## config.mk

```make
export PLATFORM = sky130hd
export DESIGN_NAME = pipeline_hazard_ctrl
export DESIGN_NICKNAME = d
export VERILOG_FILES = /design/src/rtl/pipeline_hazard_ctrl.sv
export SDC_FILE = /design/constraint.sdc
export NUM_CORES = 1
export LEC_CHECK = 0
export ABC_CLOCK_PERIOD_IN_PS = 2100
export BUFFER_PORTS_ARGS = -buffer_cell sky130_fd_sc_hd__buf_2
export CORE_ASPECT_RATIO = 2
export CORE_MARGIN = 4
export CORE_UTILIZATION = 45
export CTS_CLUSTER_SIZE = 20
export DETAILED_ROUTE_END_ITERATION = 10
export GPL_ROUTABILITY_DRIVEN = 0
export GPL_TIMING_DRIVEN = 0
export HOLD_SLACK_MARGIN = 0.12
export PLACE_DENSITY = 0.73
export SYNTH_ARGS = -nofsm -noshare
export SYNTH_HDL_FRONTEND = slang
export SYNTH_SLANG_ARGS = --single-unit
```

## constraint.sdc

```tcl
create_clock -name clk_i -period 2.1 [get_ports clk_i]
set_input_delay 0.105 -clock clk_i [delete_from_list [all_inputs] [get_ports clk_i]]
set_output_delay 0.105 -clock clk_i [all_outputs]
set_load 0.02 [all_outputs]
```

## src/rtl/pipeline_hazard_ctrl.sv

```systemverilog
// rtl/pipeline_hazard_ctrl.sv - stall/flush sequencer for the 5-stage pipeline registers
// Mealy decode of state and hazard inputs; INIT/ERR freeze, memory wait with timeout.
module pipeline_hazard_ctrl #(
    parameter int INIT_CYC = 4,
    parameter int TIMEOUT  = 64,
    parameter int CNT_W    = 16
) (
    input  logic             clk_i,
    input  logic             start_i,
    input  logic             IDEX_MemRead_i,
    input  logic [4:0]       IDEX_RD_i,
    input  logic [4:0]       IFID_RS1_i,
    input  logic [4:0]       IFID_RS2_i,
    input  logic             BranchTaken_i,
    input  logic             MemReq_i,
    input  logic             MemReady_i,
    output logic             PCWrite_o,
    output logic             IFIDWrite_o,
    output logic             IFIDFlush_o,
    output logic             IDEXWrite_o,
    output logic             IDEXBubble_o,
    output logic             EXMEMWrite_o,
    output logic             MEMWBBubble_o,
    output logic             MemErr_o,
    output logic [CNT_W-1:0] StallCnt_o
);

    localparam int CMAX = (INIT_CYC > TIMEOUT) ? INIT_CYC : TIMEOUT;
    localparam int CW   = $clog2(CMAX + 1);

    typedef enum logic [1:0] {
        S_INIT  = 2'd0,
        S_RUN   = 2'd1,
        S_MWAIT = 2'd2,
        S_ERR   = 2'd3
    } state_t;

    state_t          state;
    state_t          state_nxt;
    logic [CW-1:0]   cnt;
    logic [CW-1:0]   cnt_nxt;
    logic            mem_err_nxt;
    logic            memstall;
    logic            loaduse;
    logic            active;

    assign memstall = MemReq_i & ~MemReady_i;
    assign loaduse  = IDEX_MemRead_i & (IDEX_RD_i != 5'd0) &
                      ((IDEX_RD_i == IFID_RS1_i) | (IDEX_RD_i == IFID_RS2_i));
    assign active   = (state == S_RUN) | (state == S_MWAIT);

    always_comb begin
        PCWrite_o     = 1'b0;
        IFIDWrite_o   = 1'b0;
        IFIDFlush_o   = 1'b0;
        IDEXWrite_o   = 1'b0;
        IDEXBubble_o  = 1'b1;
        EXMEMWrite_o  = 1'b0;
        MEMWBBubble_o = 1'b1;
        if (active) begin
            PCWrite_o     = 1'b1;
            IFIDWrite_o   = 1'b1;
            IDEXWrite_o   = 1'b1;
            IDEXBubble_o  = 1'b0;
            EXMEMWrite_o  = 1'b1;
            MEMWBBubble_o = 1'b0;
            if (memstall) begin
                PCWrite_o     = 1'b0;
                IFIDWrite_o   = 1'b0;
                IDEXWrite_o   = 1'b0;
                EXMEMWrite_o  = 1'b0;
                MEMWBBubble_o = 1'b1;
            end else if (loaduse) begin
                // branch is ignored here; it re-resolves once the load-use bubble passes
                PCWrite_o    = 1'b0;
                IFIDWrite_o  = 1'b0;
                IDEXBubble_o = 1'b1;
            end else if (BranchTaken_i) begin
                IFIDFlush_o = 1'b1;
            end
        end
    end

    always_comb begin
        state_nxt   = state;
        cnt_nxt     = cnt;
        mem_err_nxt = MemErr_o;
        case (state)
            S_INIT: begin
                if (cnt == CW'(INIT_CYC - 1)) begin
                    cnt_nxt   = '0;
                    state_nxt = S_RUN;
                end else begin
                    cnt_nxt = cnt + 1'b1;
                end
            end
            S_RUN: begin
                if (memstall) begin
                    cnt_nxt   = CW'(1);
                    state_nxt = S_MWAIT;
                end
            end
            S_MWAIT: begin
                if (!memstall) begin
                    cnt_nxt   = '0;
                    state_nxt = S_RUN;
                end else if (cnt == CW'(TIMEOUT - 1)) begin
                    state_nxt   = S_ERR;
                    mem_err_nxt = 1'b1;
                end else begin
                    cnt_nxt = cnt + 1'b1;
                end
            end
            default: begin
                state_nxt   = S_ERR;
                mem_err_nxt = 1'b1;
            end
        endcase
    end

    always_ff @(posedge clk_i or negedge start_i) begin
        if (!start_i) begin
            state      <= S_INIT;
            cnt        <= '0;
            MemErr_o   <= 1'b0;
            StallCnt_o <= '0;
        end else begin
            state    <= state_nxt;
            cnt      <= cnt_nxt;
            MemErr_o <= mem_err_nxt;
            if (active && !PCWrite_o && (StallCnt_o != {CNT_W{1'b1}})) begin
                StallCnt_o <= StallCnt_o + 1'b1;
            end
        end
    end

endmodule
```

# [Word level (Yosys, flattened, before mapping)]
# Index checks and enable logic that the tools add are counted.
[word_totals] ff_bits=26 latchBits=0 mem_bits_rw=0 romBits=0 inputBits=21 n_memories=0
[op_classes] n_addsub=2 multipliers=0 div_mod_pow=0 order_cmp=0 eq_ne=13 shifts=0 n_mux=27 bitwise=7 n_reduce_logical=10
[op_table] op="two-way mux 7 bit" count=4
[op_table] op="case mux 7 bit (3 select lines)" count=1
[op_table] op="adder 16 x 1 -> 16 bit, second input constant" count=1
[op_table] op="two-way mux 1 bit" count=16
[op_table] op="!= test 16 bit, second input constant" count=1
[op_table] op="equality test 5 bit" count=2
[op_table] op="AND reduction 3 bit" count=3
[op_table] op="two-way mux 2 bit" count=4
[op_table] op="adder 7 x 1 -> 7 bit, second input constant" count=1
[op_table] op="equality test 7 x 2 -> 1 bit, second input constant" count=1
[op_table] op="equality test 7 x 6 -> 1 bit, second input constant" count=1
[op_table] op="!= test 2 bit, second input constant" count=3
[op_table] op="case mux 2 bit (3 select lines)" count=1
[op_table] op="nonzero test 5 bit" count=1
[op_table] op="AND 1 bit" count=3
[op_table] op="!= test 3 x 2 -> 1 bit, second input constant" count=1
[op_table] op="!= test 3 bit, second input constant" count=1
[op_table] op="nonzero test 3 bit" count=1
[op_table] op="equality test 2 x 1 -> 1 bit, second input constant" count=1
[op_table] op="equality test 2 bit, second input constant" count=1
[op_table] op="logical AND 1 bit" count=2
[op_table] op="logical NOT 2 bit" count=1
[op_table] op="!= test 2 x 1 -> 1 bit, second input constant" count=1
[op_table] op="NOT 1 bit" count=2
[op_table] op="4 further kinds" count=5

# [Depth between registers and ports, before layout]
# Gate-level depths: netlist of run 1.
[logic_depth] depth_word=9 mapped_depth=8 depth_no_buf=8

# [Worst setup path after synthesis of run 1]
# OpenSTA, ideal clock, no wires.
[synth_timing] path_kind="register to output" startpoint="register state[0]" endpoint="output IFIDFlush_o" t_arrival_ns=2.133 required_time_ns=1.995 path_slack_ns=-0.138 stages_incl_launch_ff=7 path_buffers=1 path_cell_list="dfrtp_1 > inv_1 > ha_1 > clkdlybuf4s50_2 > nand2_1 > nor2_1 > and2_1"
[synth_via] elab_chain_len=3
[synth_rtl] element="start: declaration" line_no="38" rtl="state_t state;"
[synth_rtl] element="start signal: assignment" line_no="128" rtl="state <= state_nxt;"
[synth_rtl] element="equality test 2 x 1 -> 1 bit / equality test 2 bit (equally long branches)" line_no="50" rtl="assign active = (state == S_RUN) | (state == S_MWAIT);"
[synth_rtl] element="OR 1 bit (*)" line_no="50"
[synth_rtl] element="two-way mux 1 bit (*)" line_no="60" rtl="if (active) begin"
[synth_rtl] element="end: declaration" line_no="19" rtl="output logic IFIDFlush_o,"
# Mark *: on every way between the ends. The rest lies on a longest branch, timed or not.

# [Worst setup path in the final report of run 1]
[layout_timing] startpoint="register cnt[0]" endpoint="register cnt[3]"
[layout_via] elab_chain_len=4
[layout_rtl] element="start: declaration" line_no="40" rtl="logic [CW-1:0] cnt;"
[layout_rtl] element="start signal: assignment" line_no="129" rtl="cnt <= cnt_nxt;"
[layout_rtl] element="adder 7 x 1 -> 7 bit" line_no="94, 111"
[layout_rtl] element="two-way mux 7 bit" line_no="107" rtl="end else if (cnt == CW'(TIMEOUT - 1)) begin"
[layout_rtl] element="two-way mux 7 bit" line_no="104" rtl="if (!memstall) begin"
[layout_rtl] element="case mux 7 bit (3 select lines)" line_no="88" rtl="case (state)"
# Parallel ways exist; a longest one is shown, timed or not. The select of a mux whose other input is x is not followed.
# A chain may end at the register's enable or synchronous reset.

==> impl_results.md, run 1 <==
* Status: completed
* Vias in the first global route at approximately 1500
* Total stage count of the critical path at 6
* Initial Util at approximately 47%
* PwrDens at between 400 and 500 nW/um2
* Ant. Diodes at 0
* Clock latency on the worst-skew pair at ~0.27 ns
* Fin area at between 1500 and 2000 um2
* Crit path max fanout at 10
* Synth Flop Type: dfrtp_1
* Hold Path End: StallCnt_o[10]
* Gr ovfl total at 0
* Reg2Reg Depth at 6
* Sequential cell area at between 600 and 700 um2
* Synth warn at 0
* Routed len/inst at roughly 14 um
* Crit path kind: reg2reg
* Cell internal pwr at between 0.0007 and 0.0008 W
* Area of the mapped netlist at around 1600 um2
* Worst r2r src: cnt[0]
* Final Setup Violations at 0
* Area contributors post-synth: dfrtp_1 41%, xnor2_1 6.0%, xor2_1 6.0%
* I/O pin total at 45
* Placeable Area at 3420 um2
* FP Rows at 30
* Synthesized Nets at 198
* Logic pwr share at about 7.6%
* Crit. End Element: register
* Area occupied by multi-input gates at ~900 um2
* Critical path arrival at approximately 2.1 ns
* Slew Limit Fails at 0
* PortBufs at 44
* # nets final at between 200 and 300
* Die width at roughly 50 um
* CP Buf/Inv Count at 0
* P_leak at between 0.9 and 1 nW
* Deepest clock path buffer count at 2
* Asr flop ratio synth at 100%
* Largest net degree at the start of global routing at 27
* 1st-pass router iterations at 4
* H-tree depth reported by CTS at 1
* Num Clock Sinks at 26
* Worst setup SP type: register
* Reg2reg setup slack at ~0.14 ns
* Worst setup margin at 0.144 ns
* Total Wirelength at roughly 3.8 mm
* Net Sw Frac at about a fifth
* Peak Freq at between 0.5 and 0.6 GHz
* Die Span Y at 92.3 um
* EDFF count, synth at 0
* Min Tclk post-route at around 2.0 ns
* Filler instances at 332
* Netlist cell types at 38
* Crit-path slowest cell: dfrtp_2
* Max_slew headroom at about 61%
* Min-delay src: IDEX_MemRead_i
* Biggest area consumer among synthesized cells: dfrtp_1
* Place WS at ~0.019 ns
* # DRC at 0
* Seq pwr share at 50.7%
* GRT Total Usage at between 15 and 20%
* Post-DR vias/cell at 5.43
* Clk_skew at between 0.007 and 0.008 ns
* CTS tree: yes
* Post-Syn Area per Cell at approximately 9.4 um2
* Post-synth top area share at approximately 40%
* Clk slew on worst S/H paths at 0.10 ns
* Final critical-path share of the clock period at between 90 and 100%
* HP Class: in2reg
* Via Count at between 1000 and 1500
* Number of DRC markers in iteration 0 at 33
* Delay of the slowest critical-path stage at approximately 0.46 ns
* First-pass GRT wire length at between 6 and 7 mm
* Initial antenna violation count at 0
* Clk network pwr share at between 40% and 50%
* Cells after Synth at 170
* Hold Vio Cnt, Final at 0
* Crit-path cells: ha_1 > and3_1 > nand4b_1 > o21ai_4 > or2_2 > o31ai_2
* Worst r2r dst: cnt[3]
* Max-cap viol count at 0
* Largest delay share family, worst path: simple AND/OR/NAND/NOR gates
* Worst-Margin Slew at between 0.5 and 0.6 ns
* RSZ-0062 raised after global routing: false
* Seq/Total Area, Yosys at about two fifths
* Proportion of layout cells with a drive suffix above 1 at between 30% and 40%
* Root buf cell: clkbuf_8
* Switching power at around 0.00021 W
* Post-placement cell area at between 1500 and 2000 um2
* Hold depth at 5
* Post-DP HPWL at about 3 mm
* Number of CTS-inserted buffers at 3
* Area growth from synthesis to layout at 24.8%
* Die area at around 4600 um2
* Seq cells post-synth at 26
* WP data required at around 2.3 ns
* Antenna Nets Post-Route at 0
* Max VDD drop at 0.363 mV
[registers in the layout, summed over array words and instances (netlist names)]
signal / count
state: 2
MemErr_o: 1
cnt: 7
StallCnt_o: 16
[tightest hold or removal path: cells and delay by family]
kind | cells | cell delay (ns)
buffers and inverters | 1 | 0.10
AO/OA/AOI/OAI | 4 | 0.36
[power groups by stage]
stage | registers (W) | clock network [W] | logic, W
3_5_place_dp | 0.000514 | 0 | 0.0000758
2_1_floorplan | 0.000517 | 0 | 0.0000311
4_1_cts | 0.000505 | 0.000429 | 0.0000774
5_1_grt | 0.000505 | 0.000450 | 0.0000871
6_report | 0.000505 | 0.000415 | 0.0000758
3_3_place_gp | 0.000515 | 0 | 0.0000746
[cell usage after synthesis, types with 4 or more instances]
cell type  count
ha_1           7
nand2b_1       4
nor3_1         5
xnor2_1       11
nor2_1        13
nand2_1       15
xor2_1        11
nand3_1        5
inv_1          6
o31ai_1        7
o21ai_0       11
and3_1         5
a21oi_1        4
dfrtp_1       26
nand4_1       10
[cells in the final DEF, fill, tap and decap left out, types with 3 or more instances in the layout]
master and count:
nand2_1 15, and3_1 5, dfrtp_1 25, xor2_1 11
nor3_1 5, clkbuf_8 3, nor2_1 12, a22oi_1 3
o21ai_0 11, buf_2 44, buf_4 6, xnor2_1 11
inv_1 6, ha_1 7, o31ai_1 6, nand3_1 5
nand2b_1 4, a21oi_1 4, nand4_1 10
[through the flow]
stage / cells / power (W) / hold slack, ns / util [%] / TNS, ns
floorplan: 170 / 0.000548 / -0.191 / - / 0
global placement: 262 / 0.000589 / 0.147 / 55.0 / -0.00949
detailed placement: 262 / 0.000590 / 0.149 / 55.0 / 0
CTS: 267 / 0.00101 / 0.307 / 57.4 / 0
global route: 269 / 0.00104 / 0.358 / 58.4 / 0
finish: 269 / 0.000996 / 0.318 / 58.4 / 0
[final cells by class]
class	instances	area share [%]
Multi-Input combinational cell	133	45.2
Sequential cell	26	32.7
Timing Repair Buffer	48	12.7
Tap cell	48	3.01
Clock buffer	3	2.07
Buffer	4	1.69
Clock inverter	1	1.51
Inverter	6	1.13
[layer usage]
metal | part of all wire, % | GRT usage, % | routed length (um)
met2 | 60 | 34.3 | 2250
met3 | 4.0 | 1.79 | 152
met4 | 2.2 | 9.47 | 82
met5 | 0 | 0 | 0
met1 | 34 | 16.2 | 1290
[kinds of logic after synthesis]
family	count (synthesis)	share of synthesized area [%]
and+or+nand+nor	67	22.2
muxes	1	0.705
DFF	26	40.7
xor gates and xnor gates	22	12.1
AOI/OAI and AO/OA	36	14.6
adders and majority gates	7	5.48
buffers and inverters	11	4.23
[how the worst max path moves through the flow]
stage	from	to	slack [ns]
after floorplan	state[0]	StallCnt_o[14]	0.27
after global placement	cnt[0]	cnt[6]	-0.009
after detailed placement	cnt[0]	cnt[6]	0.02
after CTS	cnt[0]	cnt[6]	0.003
after global routing	cnt[0]	cnt[3]	0.05
final	cnt[0]	cnt[3]	0.14
[timing repair]
item	4_1_cts	5_1_grt
resized for setup	0	5
setup endpoints to repair	0	10
hold endpoints to repair	26	0
hold buffers	1	0
buffers inserted	0	3
Note: power is estimated with default switching activity, not from simulation.
==> run 2: changes to the inputs <==
--- a/config.mk
+++ b/config.mk
@@ -8,7 +8,7 @@
 export ABC_CLOCK_PERIOD_IN_PS = 2100
 export BUFFER_PORTS_ARGS = -buffer_cell sky130_fd_sc_hd__buf_2
 export CORE_ASPECT_RATIO = 2
-export CORE_MARGIN = 4
+export CORE_MARGIN = 2
 export CORE_UTILIZATION = 45
 export CTS_CLUSTER_SIZE = 20
 export DETAILED_ROUTE_END_ITERATION = 10
==> impl_results.md, run 2 (synthesized netlist as in run 1, its figures left out) <==
* Peak Freq at approximately 0.51 GHz
* M1 WL at 1.27 mm
* 1st-pass router iterations at 4
* Initial Util at approximately 47%
* Final critical-path share of the clock period at ~90%
* RSZ-0062 raised after global routing: false
* Worst r2r src: cnt[0]
* Pwr Total at 0.00100 W
* Worst r2r dst: cnt[3]
* # DRC at 0
* Biggest register: StallCnt_o
* Most common cell after layout, fill and taps aside: buf_2
* Top sig layer: met4
* Max reg flops at 16
* Most frequent cells in the layout: 44 x buf_2, 25 x dfrtp_1, 15 x nand2_1
* Met2 wire len at 2.16 mm
* PortBufs at 44
* Min Tclk post-route at between 1.5 and 2 ns
* Routed len/inst at around 15 um
* Antenna Nets Post-Route at 0
* HP Class: in2reg
* Hold Vio Cnt, Final at 0
* Clock latency on the worst-skew pair at 0.27 ns
* Final non-filler cell total at 251
* Crit path kind: reg2reg
* Status: completed
* Area growth from synthesis to layout at 21.8%
* Reg2Reg Depth at 6
* Place WS at -0.000696 ns
* Worst setup SP type: register
* Post-DR vias/cell at approximately 5.8
* Root buf cell: clkbuf_8
* Worst setup margin at about 0.16 ns
* Placeable Area at approximately 3400 um2
* Slew Limit Fails at 0
* Met3 wire len at 126 um
* H-tree depth reported by CTS at 1
* P_leak at between 0.9 and 1 nW
* Final core occ at between 50% and 60%
* Max-cap viol count at 0
* Leading registers by flop count: StallCnt_o x16, cnt x7, state x2
* Num Clock Sinks at 26
* Die area at 4070 um2
* Reg2reg setup slack at roughly 0.16 ns
* Crit path max fanout at 10
* Die width at ~46 um
* Max_slew headroom at about three fifths
* Largest net degree at the start of global routing at 27
* Final Setup Violations at 0
* Gr ovfl total at 0
* Worst-Margin Slew at 0.579 ns
* Deepest clock path buffer count at 2
* Post-DP HPWL at around 3 mm
* Initial antenna violation count at 0
* Die Span Y at ~88 um
* Proportion of layout cells with a drive suffix above 1 at approximately 29%
* FP Rows at 30
* I/O pin total at 45
* PwrDens at 515 nW/um2
* WP data required at approximately 2.3 ns
* Number of DRC markers in iteration 0 at 45
* Ant. Diodes at 0
* Beginning of the critical path: cnt[0]
* Max VDD drop at between 0.3 and 0.4 mV
* Setup crit end: cnt[3]
* Inst Count DP at 246
* Clk_skew at 0.00150 ns
* First-pass GRT wire length at 6.14 mm
* Critical path arrival at 2.13 ns
* Via Count at approximately 1400
* Crit. End Element: register
* Clk slew on worst S/H paths at around 0.09 ns
* Number of CTS-inserted buffers at 3
* # nets final at about 250
* GRT Total Usage at roughly a fifth
* CTS tree: yes
* Vias in the first global route at approximately 1500
* Total Wirelength at roughly 3.7 mm
run 2: cell types whose count changed in the layout (fill, tap and decap cells not counted):
cell	before	now
o21ai_2	2	3
o31ai_1	6	7
o21ai_4	1	0
o31ai_2	1	0
buf_4	6	4
run 2: metal layers:
metal | global-route usage (%) | vias up
met2 | 37.6 | 35
met1 | 19.4 | 694
met4 | 12.7 | 0
li1 | - | 706
met3 | 3.27 | 10
met5 | 0 | -
run 2: layout make-up:
| type | count | area, um2 |
|---|---|---|
| Buffer | 4 | 33.8 |
| Clock buffer | 3 | 41.3 |
| Clock inverter | 1 | 30.0 |
| Fill cell | 326 | 1430 |
| Inverter | 6 | 22.5 |
| Multi-Input combinational cell | 133 | 890 |
| Sequential cell | 26 | 652 |
| Tap cell | 32 | 40.0 |
| Timing Repair Buffer | 46 | 238 |
run 2: how the worst min path moves through the flow:
| stage | start | to | slack, ns | cells after the start |
|---|---|---|---|---|
| CTS | IDEX_MemRead_i | StallCnt_o[10] | 0.32 | 5 |
| global placement | start_i | StallCnt_o[13] | 0.14 | 1 |
| finish | IDEX_MemRead_i | StallCnt_o[10] | 0.32 | 5 |
| detailed placement | start_i | StallCnt_o[12] | 0.14 | 1 |
| floorplan | start_i | MemErr_o | -0.19 | 0 |
| global route | IDEX_MemRead_i | StallCnt_o[10] | 0.38 | 5 |
run 2: report_power, final:
group	switching, W	internal [W]	leakage [nW]	total, W
Sequential	0.00000247	0.000502	0.345	0.000505
Clock	0.000166	0.000255	0.0357	0.000421
Combinational	0.0000433	0.0000330	0.597	0.0000763
Total	0.000211	0.000790	0.978	0.00100
run 2: critical path: stages (launching register included):
cell,delay (ns)
dfrtp_1,0.44
ha_1,0.24
and3_1,0.19
nand4b_1,0.20
o21ai_2,0.17
or2_2,0.36
o31ai_1,0.24
run 2: per-stage QoR:
stage                     setup TNS [ns]  hold slack [ns]  cell area [um2]
after global placement                 0            0.141             1860
final                                  0            0.325             1950
after CTS                              0            0.317             1940
after detailed placement       -0.000696            0.145             1860
after global routing                   0            0.377             1950
after floorplan                        0           -0.191             1600
run 2: what timing repair did:
action | in CTS | in global routing
endpoints found under the hold margin | 26 | 0
cloned | 0 | 0
resized for setup | 1 | 2
pin swaps | 0 | 1
hold buffers | 1 | 0
endpoints found under the setup margin | 2 | 12
buffers inserted | 0 | 1
